[src/rtl/gearbox_132_block_sync_if.sv]
// Bus between the 128->132 gearbox output and the block-lock controller.
// master: gearbox / link-layer side driving blocks and clears.
// slave:  the block-lock controller.
interface gearbox_132_block_sync_if;
    logic [131:0] blk;
    logic         blk_valid;
    logic         err_clr;
    logic         slip;
    logic         locked;
    logic         hdr_type;
    logic         hdr_err;
    logic [15:0]  err_cnt;

    modport master (
        output blk,
        output blk_valid,
        output err_clr,
        input  slip,
        input  locked,
        input  hdr_type,
        input  hdr_err,
        input  err_cnt
    );

    modport slave (
        input  blk,
        input  blk_valid,
        input  err_clr,
        output slip,
        output locked,
        output hdr_type,
        output hdr_err,
        output err_cnt
    );
endinterface

[src/rtl/gearbox_132_block_sync.sv]
// Block-lock controller for the 128->132 gearbox output.
// Hunts for a consistent 4-bit sync header by requesting bit-slips, verifies
// LOCK_CNT consecutive good headers, then monitors lock over ERR_WIN-block
// windows and drops lock after ERR_MAX bad headers within one window.
// Optional macro GEARBOX_132_HDR_1BIT_TOL_EN: accept headers within Hamming
// distance 1 of a valid code, classified as the nearer code.
module gearbox_132_block_sync #(
    parameter int unsigned LOCK_CNT  = 32,
    parameter int unsigned ERR_WIN   = 64,
    parameter int unsigned ERR_MAX   = 8,
    parameter int unsigned SLIP_WAIT = 4
) (
    input  logic                      clk,
    input  logic                      rst_n,
    gearbox_132_block_sync_if.slave   bus
);

    localparam logic [3:0] HDR_DATA = 4'b0011;
    localparam logic [3:0] HDR_CTRL = 4'b1100;

    localparam int unsigned GOOD_W = $clog2(LOCK_CNT + 1);
    localparam int unsigned WAIT_W = $clog2(SLIP_WAIT + 1);
    localparam int unsigned WIN_W  = $clog2(ERR_WIN);
    localparam int unsigned BAD_W  = $clog2(ERR_MAX + 1);

    localparam logic [GOOD_W-1:0] GOOD_LAST = GOOD_W'(LOCK_CNT - 1);
    localparam logic [GOOD_W-1:0] GOOD_ONE  = GOOD_W'(1);
    localparam logic [WAIT_W-1:0] WAIT_LAST = WAIT_W'(SLIP_WAIT - 1);
    localparam logic [WAIT_W-1:0] WAIT_ONE  = WAIT_W'(1);
    localparam logic [WIN_W-1:0]  WIN_LAST  = WIN_W'(ERR_WIN - 1);
    localparam logic [WIN_W-1:0]  WIN_ONE   = WIN_W'(1);
    localparam logic [BAD_W-1:0]  BAD_LAST  = BAD_W'(ERR_MAX - 1);
    localparam logic [BAD_W-1:0]  BAD_ONE   = BAD_W'(1);
    localparam logic [15:0]       ERR_ONE   = 16'd1;

    typedef enum logic [1:0] {
        ST_HUNT,
        ST_SLIP_WAIT,
        ST_VERIFY,
        ST_LOCKED
    } state_t;

    state_t            state;
    logic [GOOD_W-1:0] good_cnt;
    logic [WAIT_W-1:0] wait_cnt;
    logic [WIN_W-1:0]  win_cnt;
    logic [BAD_W-1:0]  bad_cnt;

    logic        slip;
    logic        locked;
    logic        hdr_type;
    logic        hdr_err;
    logic [15:0] err_cnt;

    logic [3:0]  hdr;
    logic        hdr_good;
    logic        hdr_ctrl;

    // Payload bits are carried for the link layer and not inspected here.
    logic        unused_payload;

    assign hdr            = bus.blk[131:128];
    assign unused_payload = ^bus.blk[127:0];

    assign bus.slip     = slip;
    assign bus.locked   = locked;
    assign bus.hdr_type = hdr_type;
    assign bus.hdr_err  = hdr_err;
    assign bus.err_cnt  = err_cnt;

`ifdef GEARBOX_132_HDR_1BIT_TOL_EN
    function automatic int unsigned hamming4(input logic [3:0] a, input logic [3:0] b);
        int unsigned n;
        n = 0;
        for (int unsigned i = 0; i < 4; i++) begin
            if (a[i] != b[i]) begin
                n = n + 1;
            end
        end
        return n;
    endfunction
`endif

    // Classify the sync header of the current block as good/bad and data/control.
    always_comb begin
        hdr_good = 1'b0;
        hdr_ctrl = 1'b0;
`ifdef GEARBOX_132_HDR_1BIT_TOL_EN
        // The two codes are 4 apart, so the distance-1 balls never overlap.
        if (hamming4(hdr, HDR_DATA) <= 1) begin
            hdr_good = 1'b1;
        end else if (hamming4(hdr, HDR_CTRL) <= 1) begin
            hdr_good = 1'b1;
            hdr_ctrl = 1'b1;
        end
`else
        if (hdr == HDR_DATA) begin
            hdr_good = 1'b1;
        end else if (hdr == HDR_CTRL) begin
            hdr_good = 1'b1;
            hdr_ctrl = 1'b1;
        end
`endif
    end

    // Lock FSM with registered outputs; only qualified blocks advance it.
    always_ff @(posedge clk or negedge rst_n) begin
        if (!rst_n) begin
            state    <= ST_HUNT;
            good_cnt <= '0;
            wait_cnt <= '0;
            win_cnt  <= '0;
            bad_cnt  <= '0;
            slip     <= 1'b0;
            locked   <= 1'b0;
            hdr_type <= 1'b0;
            hdr_err  <= 1'b0;
            err_cnt  <= '0;
        end else begin
            slip    <= 1'b0;
            hdr_err <= 1'b0;

            // Clear has priority over a same-cycle increment below.
            if (bus.err_clr) begin
                err_cnt <= '0;
            end

            if (bus.blk_valid) begin
                case (state)
                    ST_HUNT: begin
                        if (hdr_good) begin
                            state    <= ST_VERIFY;
                            good_cnt <= GOOD_ONE;
                        end else begin
                            slip     <= 1'b1;
                            state    <= ST_SLIP_WAIT;
                            wait_cnt <= '0;
                        end
                    end

                    ST_SLIP_WAIT: begin
                        if (wait_cnt == WAIT_LAST) begin
                            wait_cnt <= '0;
                            state    <= ST_HUNT;
                        end else begin
                            wait_cnt <= wait_cnt + WAIT_ONE;
                        end
                    end

                    ST_VERIFY: begin
                        if (hdr_good) begin
                            if (good_cnt == GOOD_LAST) begin
                                state    <= ST_LOCKED;
                                locked   <= 1'b1;
                                good_cnt <= '0;
                                win_cnt  <= '0;
                                bad_cnt  <= '0;
                            end else begin
                                good_cnt <= good_cnt + GOOD_ONE;
                            end
                        end else begin
                            slip     <= 1'b1;
                            state    <= ST_SLIP_WAIT;
                            wait_cnt <= '0;
                            good_cnt <= '0;
                        end
                    end

                    ST_LOCKED: begin
                        if (hdr_good) begin
                            hdr_type <= hdr_ctrl;
                        end else begin
                            hdr_err <= 1'b1;
                            if (!bus.err_clr && (err_cnt != '1)) begin
                                err_cnt <= err_cnt + ERR_ONE;
                            end
                        end

                        // Loss is checked before the window rollover so a
                        // loss on the last block of a window still wins.
                        if (!hdr_good && (bad_cnt == BAD_LAST)) begin
                            locked   <= 1'b0;
                            slip     <= 1'b1;
                            state    <= ST_SLIP_WAIT;
                            wait_cnt <= '0;
                            win_cnt  <= '0;
                            bad_cnt  <= '0;
                        end else if (win_cnt == WIN_LAST) begin
                            win_cnt <= '0;
                            bad_cnt <= '0;
                        end else begin
                            win_cnt <= win_cnt + WIN_ONE;
                            if (!hdr_good) begin
                                bad_cnt <= bad_cnt + BAD_ONE;
                            end
                        end
                    end

                    default: begin
                        state <= ST_HUNT;
                    end
                endcase
            end
        end
    end

endmodule

[src/flat_wrapper.sv]
// flat-port wrapper written by rule: the top's interface ports become plain ports
module gearbox_132_block_sync_flat 
#(
    parameter int unsigned LOCK_CNT  = 32,
    parameter int unsigned ERR_WIN   = 64,
    parameter int unsigned ERR_MAX   = 8,
    parameter int unsigned SLIP_WAIT = 4
)
  (clk, rst_n, bus_blk, bus_blk_valid, bus_err_clr, bus_slip, bus_locked, bus_hdr_type, bus_hdr_err, bus_err_cnt);
  gearbox_132_block_sync_if bus_i ();
  input  logic clk;
  input  logic rst_n;
  input wire logic [$bits(bus_i.blk)-1:0] bus_blk;
  input wire logic [$bits(bus_i.blk_valid)-1:0] bus_blk_valid;
  input wire logic [$bits(bus_i.err_clr)-1:0] bus_err_clr;
  output wire logic [$bits(bus_i.slip)-1:0] bus_slip;
  output wire logic [$bits(bus_i.locked)-1:0] bus_locked;
  output wire logic [$bits(bus_i.hdr_type)-1:0] bus_hdr_type;
  output wire logic [$bits(bus_i.hdr_err)-1:0] bus_hdr_err;
  output wire logic [$bits(bus_i.err_cnt)-1:0] bus_err_cnt;
  assign bus_i.blk = bus_blk;
  assign bus_i.blk_valid = bus_blk_valid;
  assign bus_i.err_clr = bus_err_clr;
  assign bus_slip = bus_i.slip;
  assign bus_locked = bus_i.locked;
  assign bus_hdr_type = bus_i.hdr_type;
  assign bus_hdr_err = bus_i.hdr_err;
  assign bus_err_cnt = bus_i.err_cnt;
  gearbox_132_block_sync #(.LOCK_CNT(LOCK_CNT), .ERR_WIN(ERR_WIN), .ERR_MAX(ERR_MAX), .SLIP_WAIT(SLIP_WAIT)) u_core (.clk(clk), .rst_n(rst_n), .bus(bus_i));
endmodule
[config.mk]
export PLATFORM = sky130hd
export DESIGN_NAME = gearbox_132_block_sync_flat
export DESIGN_NICKNAME = d
export VERILOG_FILES = /design/src/rtl/gearbox_132_block_sync_if.sv /design/src/rtl/gearbox_132_block_sync.sv /design/src/flat_wrapper.sv
export SDC_FILE = /design/constraint.sdc
export NUM_CORES = 1
export LEC_CHECK = 0
export CAP_MARGIN = 20
export CORE_MARGIN = 8
export CORE_UTILIZATION = 37
export DETAILED_ROUTE_END_ITERATION = 12
export PLACE_DENSITY = 0.82
export SLEW_MARGIN = 20
export SYNTH_ARGS = -nofsm -noshare
export SYNTH_HDL_FRONTEND = slang
export SYNTH_SLANG_ARGS = --single-unit
[constraint.sdc]
create_clock -name clk -period 2.38 [get_ports clk]
set_input_delay 0.476 -clock clk [delete_from_list [all_inputs] [get_ports clk]]
set_output_delay 0.476 -clock clk [all_outputs]
set_load 0.02 [all_outputs]
* Word-level counts from Yosys, hierarchy flattened *
Index checks and enable logic that the tools add are counted.

operators by class
  add/sub/neg operators = 5
  multiply operators = 0
  div/mod/pow operators = 0
  $lt $le $gt $ge = 0
  equality and inequality tests = 18
  shift-type cells = 0
  multiplexer cells = 43
  bitwise logic cells = 0
  reductions and logical operators = 15

operator list
  operator                                                                count
  16-bit two-way mux                                                      5
  6-bit two-way mux                                                       7
  6-bit case mux with 2 select lines                                      2
  4-bit two-way mux                                                       5
  16-bit by 1-bit adder with 16-bit output (second input constant)        1
  16-bit != test (second input constant)                                  1
  6-bit by 1-bit adder with 6-bit output (second input constant)          2
  1-bit two-way mux                                                       11
  2-bit two-way mux                                                       5
  2-bit by 1-bit != test with 1-bit output (second input constant)        5
  5-bit AND reduction                                                     2
  3-bit two-way mux                                                       3
  3-bit case mux with 3 select lines                                      1
  3-bit AND reduction                                                     3
  2-bit case mux with 4 select lines                                      1
  4-bit case mux with 2 select lines                                      1
  4-bit AND reduction                                                     2
  6-bit by 5-bit equality test with 1-bit output (second input constant)  1
  6-bit equality test (second input constant)                             1
  4-bit by 1-bit adder with 4-bit output (second input constant)          1
  2-bit equality test (second input constant)                             2
  4-bit by 2-bit equality test with 1-bit output (second input constant)  1
  4-bit by 3-bit equality test with 1-bit output (second input constant)  1
  4-bit equality test (second input constant)                             1
  other kinds (12)                                                        16

word-level totals
  bits in registers = 41
  latch bits = 0
  RAM bits = 0
  ROM bits = 0
  input bits = 136
  output and inout port bits = 20
  logic and storage cells = 91
  memories kept = 0

* Depth between registers and ports, before layout *
  word-level depth = 8
  gate-level depth with buffers = 7
  gate-level depth less buffers = 5

* Least setup slack after synthesis *
No wires, ideal clock.

  kind = input port to flip-flop
  start = input bus_blk[131]
  end = register u_core.err_cnt[11], in the netlist u_core.bus.err_cnt[11]
  library setup time = 125 ps
  data arrival time = 2040 ps
  data required time = 2255 ps
  path slack = 215 ps
  stages = 6
  path buffers = 2
  cell sequence = nor4bb_1 buf_4 or4_4 buf_6 nor4_1 mux2_2

between the ends
  longest elaborated chain between the ends = 6
  elaborated cells between the ends (all ways) = 7
  those cells by class = eq/ne (2); mux (5)

ends and longest elaborated chain
  item                  line                           text
  from (decl)           flat_wrapper.sv:13             input wire logic [$bits(bus_i.blk)-1:0] bus_blk;
  4-bit equality test   gearbox_132_block_sync.sv:99   end else if (hdr == HDR_CTRL) begin
  1-bit two-way mux     gearbox_132_block_sync.sv:99
  1-bit two-way mux *   gearbox_132_block_sync.sv:97   if (hdr == HDR_DATA) begin
  16-bit two-way mux *  gearbox_132_block_sync.sv:170  if (hdr_good) begin
  16-bit two-way mux *  gearbox_132_block_sync.sv:129  case (state)
  16-bit two-way mux *  gearbox_132_block_sync.sv:128  if (bus.blk_valid) begin
  to (signal assigned)  gearbox_132_block_sync.sv:175  err_cnt <= err_cnt + ERR_ONE;
  to (decl)             gearbox_132_block_sync.sv:53   logic [15:0] err_cnt;

Every way passes the cells marked *; elsewhere a longest branch is shown, timed or not.
A chain may end at the register's enable or synchronous reset.

* Worst setup path in the final report *
  start = input bus_blk[130]
  end = register u_core.err_cnt[11], in the netlist u_core.bus.err_cnt[11]

Same word-level chain as after synthesis.

==> impl_metrics.ini <==
[clocking]
cts_num_sinks = 41
clkLatencyLatePin_ns = 0.30
cts.path.max_buffers = 2
cts_tree = done
ctsRootBufferMaster = clkbuf_8
ctsHtreeMaxLevel = 2
cts_buffers = 5
path_clk_slew_ns = 0.09

[worst_setup_path]
crit_fanout = 6
critPathKind = in2reg
start_kind = input port
cp_data_required_time_ns = 2.58
r2r-end = u_core.bus.err_cnt[11]
regToRegSetupSlack_ns = 0.36
worstPathArrival_ns = 2.50
timing.rr.start = u_core.bus.err_cnt[0]
reg2regPathDepth = 5
crit_path_end_kind = flip-flop

[cells_and_area]
drive_above_1_share_pct = 15.64
diodes = 0
fin_cells = 384
multi_input_area_um2 = 1315
final.fill_count = 576
fin_nets = 447
final_common_cell = dfrtp_1
seqCellArea_um2 = 1026
fin_area_um2 = 3005
area_growth_pct = 24.01
layout_common_cells = dfrtp_1 (41), buf_4 (26), clkdlybuf4s50_1 (25), a21oi_1 (24), nand2_1 (20)

[hold_path]
hold_class = in2async

[floorplan]
core_um2 = 6350
rows = 29
initial_core_util_pct = 38.17
die_y_um = 96.94
io-pin-count = 156
die_w_um = 96.94
dieArea_um2 = 9396

[routing]
vias_per_cell = 5.964
via_count = 2290
detail-route-antenna-nets = 0
wirelength_um = 6021
drt_pass1_iterations = 4
drc_errors = 0
wire_per_inst_um = 15.68
drtIter0Drc = 133

[timing]
slew_headroom_pct = 61.08
drv_slew = 0
setup_viol = 0
fmax_ghz = 0.4335
hold_viol_final = 0
tightest_slew_ns = 0.5765
fin_ws_ns = 0.07333
finalClockSkew_ns = 0.01136
final.min_clock_period_ns = 2.307
rsz0062_at_grt = no
post-route-period-util_pct = 96.92

[grt]
grt_pass1_vias = 2204
grt_pass1_wl_um = 10470
antenna_found_initial = 0
grt_max_degree = 20
grt.total_usage_pct = 12.91
grt_overflow = 0

[yosys]
ys_seq_area_share_pct = 42.33
synth_edf_count = 0
syn_area_um2 = 2424
yosysWarnings = 0
synthMuxAreaShare_pct = 3.614
ys_async_sr_fraction_pct = 100.0
synthAdderAreaFrac_pct = 2.581
syn_inst = 258
yosys.area_share.simple_pct = 26.33
synth_top_family_by_area = simple AND/OR/NAND/NOR gates
synth_fp_nets = 399
ys_ff_latch = 41
synth_cell_types = 56
synth_compound_gate_area_share_pct = 20.24
ys.flop_type = dfrtp_1
syn_avg_cell_area_um2 = 9.394
synth_xor_area_share_pct = 0

[power_and_ir_drop]
power_frac_clock_pct = 20.9
cellPowerDensity_nw_per_um2 = 728.5
switching_share_pct = 36.02
p_seq_share_pct = 42.9
power_frac_comb_pct = 36.2
p_leak_uw = 0.001190
p_switching_uw = 788.6
internal-power_uw = 1401
peakVddDrop_v = 0.0005885

[status]
status = complete, no violations

[placement]
placed_area_um2 = 2884
post-place-cells = 375
gp_congestion = 0.8991
port_buffers = 27
dpl_worst_slack_ns = -0.3272
hpwl_um = 4352

[job]
drv_cap = 0
[critical path: stages]
cell and delay (ns):
clkdlybuf4s50_1 0.56, nor4bb_1 0.08, buf_4 0.15, or4_4 0.57, nor4_4 0.30, mux2_2 0.36
[cell type report]
type	instances	area share [%]
Clock buffer	6	2.415
Clock inverter	2	0.3331
Tap cell	77	3.206
Inverter	6	0.7494
Multi-Input combinational cell	199	43.76
Timing Repair Buffer	53	15.40
Sequential cell	41	34.14
[routing by layer]
metal	GRT usage, %	wire length, µm	vias up
met5	0	0	-
met4	2.959	78	0
met2	19.48	2532	75
li1	-	-	1092
met1	17.27	2906	1114
met3	4.339	503	9
[power by group through the flow]
stage,registers [µW],logic (µW),clock network (µW)
6_report,940,793,457
5_1_grt,962,888,492
4_1_cts,938,789,461
3_5_place_dp,953,784,0
3_3_place_gp,943,763,0
2_1_floorplan,963,484,0
[what timing repair did]
action / in CTS / in global routing
gates resized for setup: 1 / 6
cloned: 0 / 1
endpoints found under the setup margin: 1 / 10
hold buffers: 0 / 0
pin swaps: 0 / 1
buffers inserted: 0 / 0
[synthesized netlist by cell type, types with 3 or more instances]
library cell	number	area, µm²
dfrtp_1	41	1026
a21oi_1	24	120.1
nand2_1	20	75.07
nand3_1	16	80.08
nor2_1	16	60.06
o31ai_1	12	90.09
or4_1	12	90.09
o21ai_0	10	50.05
nor2b_1	7	43.79
nor3_1	7	35.03
inv_1	6	22.52
mux2_2	6	67.56
nand4_1	6	37.54
ha_1	5	62.56
and3_1	4	25.02
clkbuf_1	4	15.01
a211o_1	3	26.28
buf_4	3	22.52
nand4b_1	3	26.28
nor4_1	3	18.77
[registers in the layout, indices dropped and copies added (netlist names)]
| register | flops |
|---|---|
| u_core.bus.err_cnt | 16 |
| u_core.good_cnt | 6 |
| u_core.win_cnt | 6 |
| u_core.bad_cnt | 4 |
| u_core.wait_cnt | 3 |
| u_core.state | 2 |
| u_core.bus.hdr_err | 1 |
| u_core.bus.hdr_type | 1 |
| u_core.bus.locked | 1 |
| u_core.bus.slip | 1 |
[worst max-delay path by stage]
stage	from	to	slack [ns]	cells after the start
2_1_floorplan	bus_blk[131]	u_core.bus.err_cnt[11]	0.22	6
3_3_place_gp	bus_blk[131]	u_core.bus.err_cnt[11]	-0.27	6
3_5_place_dp	bus_blk[130]	u_core.bus.err_cnt[11]	-0.33	6
4_1_cts	bus_blk[130]	u_core.bus.err_cnt[11]	0.03	6
5_1_grt	bus_blk[131]	u_core.good_cnt[3]	0.002	7
6_report	bus_blk[130]	u_core.bus.err_cnt[11]	0.07	6
[per-stage QoR]
stage | utilization (%) | hold WS [ns] | TNS (ns) | power, µW
floorplan | - | 0.1804 | 0 | 1448
global placement | 45.42 | 0.3751 | -3.210 | 1706
detailed placement | 45.42 | 0.3766 | -4.609 | 1737
CTS | 46.82 | 0.05478 | 0 | 2188
global route | 47.33 | 0.06390 | 0 | 2342
finish | 47.33 | 0.04128 | 0 | 2189
[cells by family after synthesis]
kind of cell / count (synthesis)
flops: 41
mux: 8
fa+ha+maj: 5
compound gates: 74
buf+inv: 19
simple gates: 111
Note: power is estimated with default switching activity, not from simulation.
==> patch, RTL diff (same flow settings) <==
Encoding of `state_t`: now one-hot (4 bits for 4 states).
--- a/src/rtl/gearbox_132_block_sync.sv
+++ b/src/rtl/gearbox_132_block_sync.sv
@@ -33,11 +33,11 @@
     localparam logic [BAD_W-1:0]  BAD_ONE   = BAD_W'(1);
     localparam logic [15:0]       ERR_ONE   = 16'd1;
 
-    typedef enum logic [1:0] {
-        ST_HUNT,
-        ST_SLIP_WAIT,
-        ST_VERIFY,
-        ST_LOCKED
+    typedef enum logic [3:0] {
+        ST_HUNT      = 4'b0001,
+        ST_SLIP_WAIT = 4'b0010,
+        ST_VERIFY    = 4'b0100,
+        ST_LOCKED    = 4'b1000
     } state_t;
 
     state_t            state;
Behaviour: same outputs for any inputs over 10 cycles, from zero or initial values and one cycle with rst_n low; not proved beyond that.
==> patch against the original RTL <==
Power is 23% lower; worst hold slack gained 0.20 ns; register-to-register slack got worse by 0.33 ns; routed wire length increased by 0.65%; synthesized area grew 2.9%; critical path depth is 1 lower; design area increased by 5.2%; non-clock buffer count rose by 6; sequential cell count up 2; core utilization up 0.28 points; sequential power down 14%; highest routed layer unchanged; setup slack got worse by 0.039 ns; synthesized cell count increased by 8.5%.
==> patch: results (changes against the original RTL) <==
| Metric | Value |
|---|---|
| Synthesized Nets | 421 (+5.5%) |
| Worst path arrival time | 2.53 ns (+0.03 ns) |
| CP Max Fanout | 5 (-1) |
| Initial DRC count | 124 (-6.8%) |
| Top cells by area, synth | dfrtp_1 (42%), o21ai_0 (5.4%), nor2_1 (4.7%) |
| Post-synth top cells | dfrtp_1 (42), nor2_1 (31), nand2_1 (29), o21ai_0 (27), nand3_1 (18) |
| GR Util met3 | 0.0398 (-0.00356) |
| Setup Skew | 0.00423 ns (-0.00714 ns) |
| Status | finished clean |
| Gr usage total | 0.132 (+0.00307) |
| Post-synthesis sequential area ratio | 0.432 (+0.00868) |
| First-pass GRT wire length | 10600 um (+0.92%) |
| Post-DP HPWL | 4540 um (+4.2%) |
| Placer congestion estimate | 0.848 (-5.6%) |
| Vias per cell | 5.56 (-6.8%) |
| Largest net degree at the start of global routing | 44 (+120%) |
| Worst vdd ir | 411 uV (-30%) |
| Crit-path slowest cell | or4b_4 |
| Placed cell areas | 3030 um^2 (+5.1%) |
| Synth unique cells | 50 (-11%) |
| Slowest stage delay, CP | 0.55 ns (-0.02 ns) |
| M1 GR Usage | 0.151 (-0.0220) |
| Drt wl/cell | 14.6 um (-7.1%) |
| Dpl ws | -0.281 ns (+0.0461 ns) |
| GR Util met2 | 0.225 (+0.0302) |
| Filler cells | 606 (+5.2%) |
==> patch: cell types whose count changed after synthesis, moves of 4 or more <==
cell      unedited run  this run
o31ai_1             12         4
clkbuf_1             4         8
xnor2_1              0         8
a21oi_1             24        10
or4_1               12         2
nor2_1              16        31
o21ai_0             10        27
nand2_1             20        29
==> patch: per-stage QoR <==
stage                util  total power, W  std cells  TNS, ns
floorplan               -         0.00107        280   -0.113
global placement    0.456         0.00120        406    -2.42
detailed placement  0.456         0.00122        406    -3.57
CTS                 0.469         0.00168        414        0
global route        0.476         0.00179        416  -0.0518
finish              0.476         0.00168        416        0
==> patch: logic make-up after synthesis <==
group | after synthesis | synth area share
simple gates | 133 | 0.286
compound gates | 64 | 0.159
flops | 43 | 0.432
buf+inv | 19 | 0.0351
xor+xnor | 9 | 0.0316
mux | 7 | 0.0311
fa+ha+maj | 5 | 0.0251
==> patch: cell type report <==
type	instances	area [um^2]	area share
clock buffers	6	72.6	0.0229
clock inverters	2	12.5	0.00396
inverters	8	30.0	0.00949
multi-input cells	218	1360	0.428
flip-flops and latches	43	1080	0.341
well taps	80	100	0.0316
repair buffers	59	515	0.163
==> patch: power breakdown <==
part	switching, W	internal (W)	total [W]
clock	0.000250	0.000205	0.000456
combinational	0.000221	0.000194	0.000415
sequential	0.0000269	0.000778	0.000805
total	0.000498	0.00118	0.00168
==> patch: path summary, 6_finish.rpt <==
path / end / slack, ns / depth (start not counted)
max in group asynchronous: u_core.state[0]$_DFFE_PN1P_ / 1.76 / 2
max: u_core.bus.err_cnt[13]$_DFF_PN0_ / 0.03 / 5
min: u_core.bus.err_cnt[10]$_DFF_PN0_ / 0.24 / 2
max reg2reg: u_core.bus.err_cnt[13]$_DFF_PN0_ / 0.03 / 5
min in group clk: u_core.bus.hdr_type$_DFFE_PN0P_ / 0.47 / 2
min reg2reg: u_core.win_cnt[5]$_DFFE_PN0P_ / 0.50 / 1
==> patch: per-layer routing <==
layer	up-vias	wire length, um
met5	-	0
met4	0	93
met3	10	351
met2	63	2980
met1	1116	2640
li1	1124	-
==> patch: timing repair <==
| action | in CTS | in global routing |
|---|---|---|
| resized for setup | 0 | 8 |
| setup buffers | 0 | 2 |
| hold endpoints to repair | 0 | 0 |
| setup endpoints to repair | 0 | 5 |
==> patch: worst reg2reg max path, stage by stage, from the launching register on <==
cell and delay (ns):
dfrtp_1 0.39, or4b_4 0.55, or4_4 0.49, nor3_4 0.26
nor3b_4 0.24, mux2_4 0.31
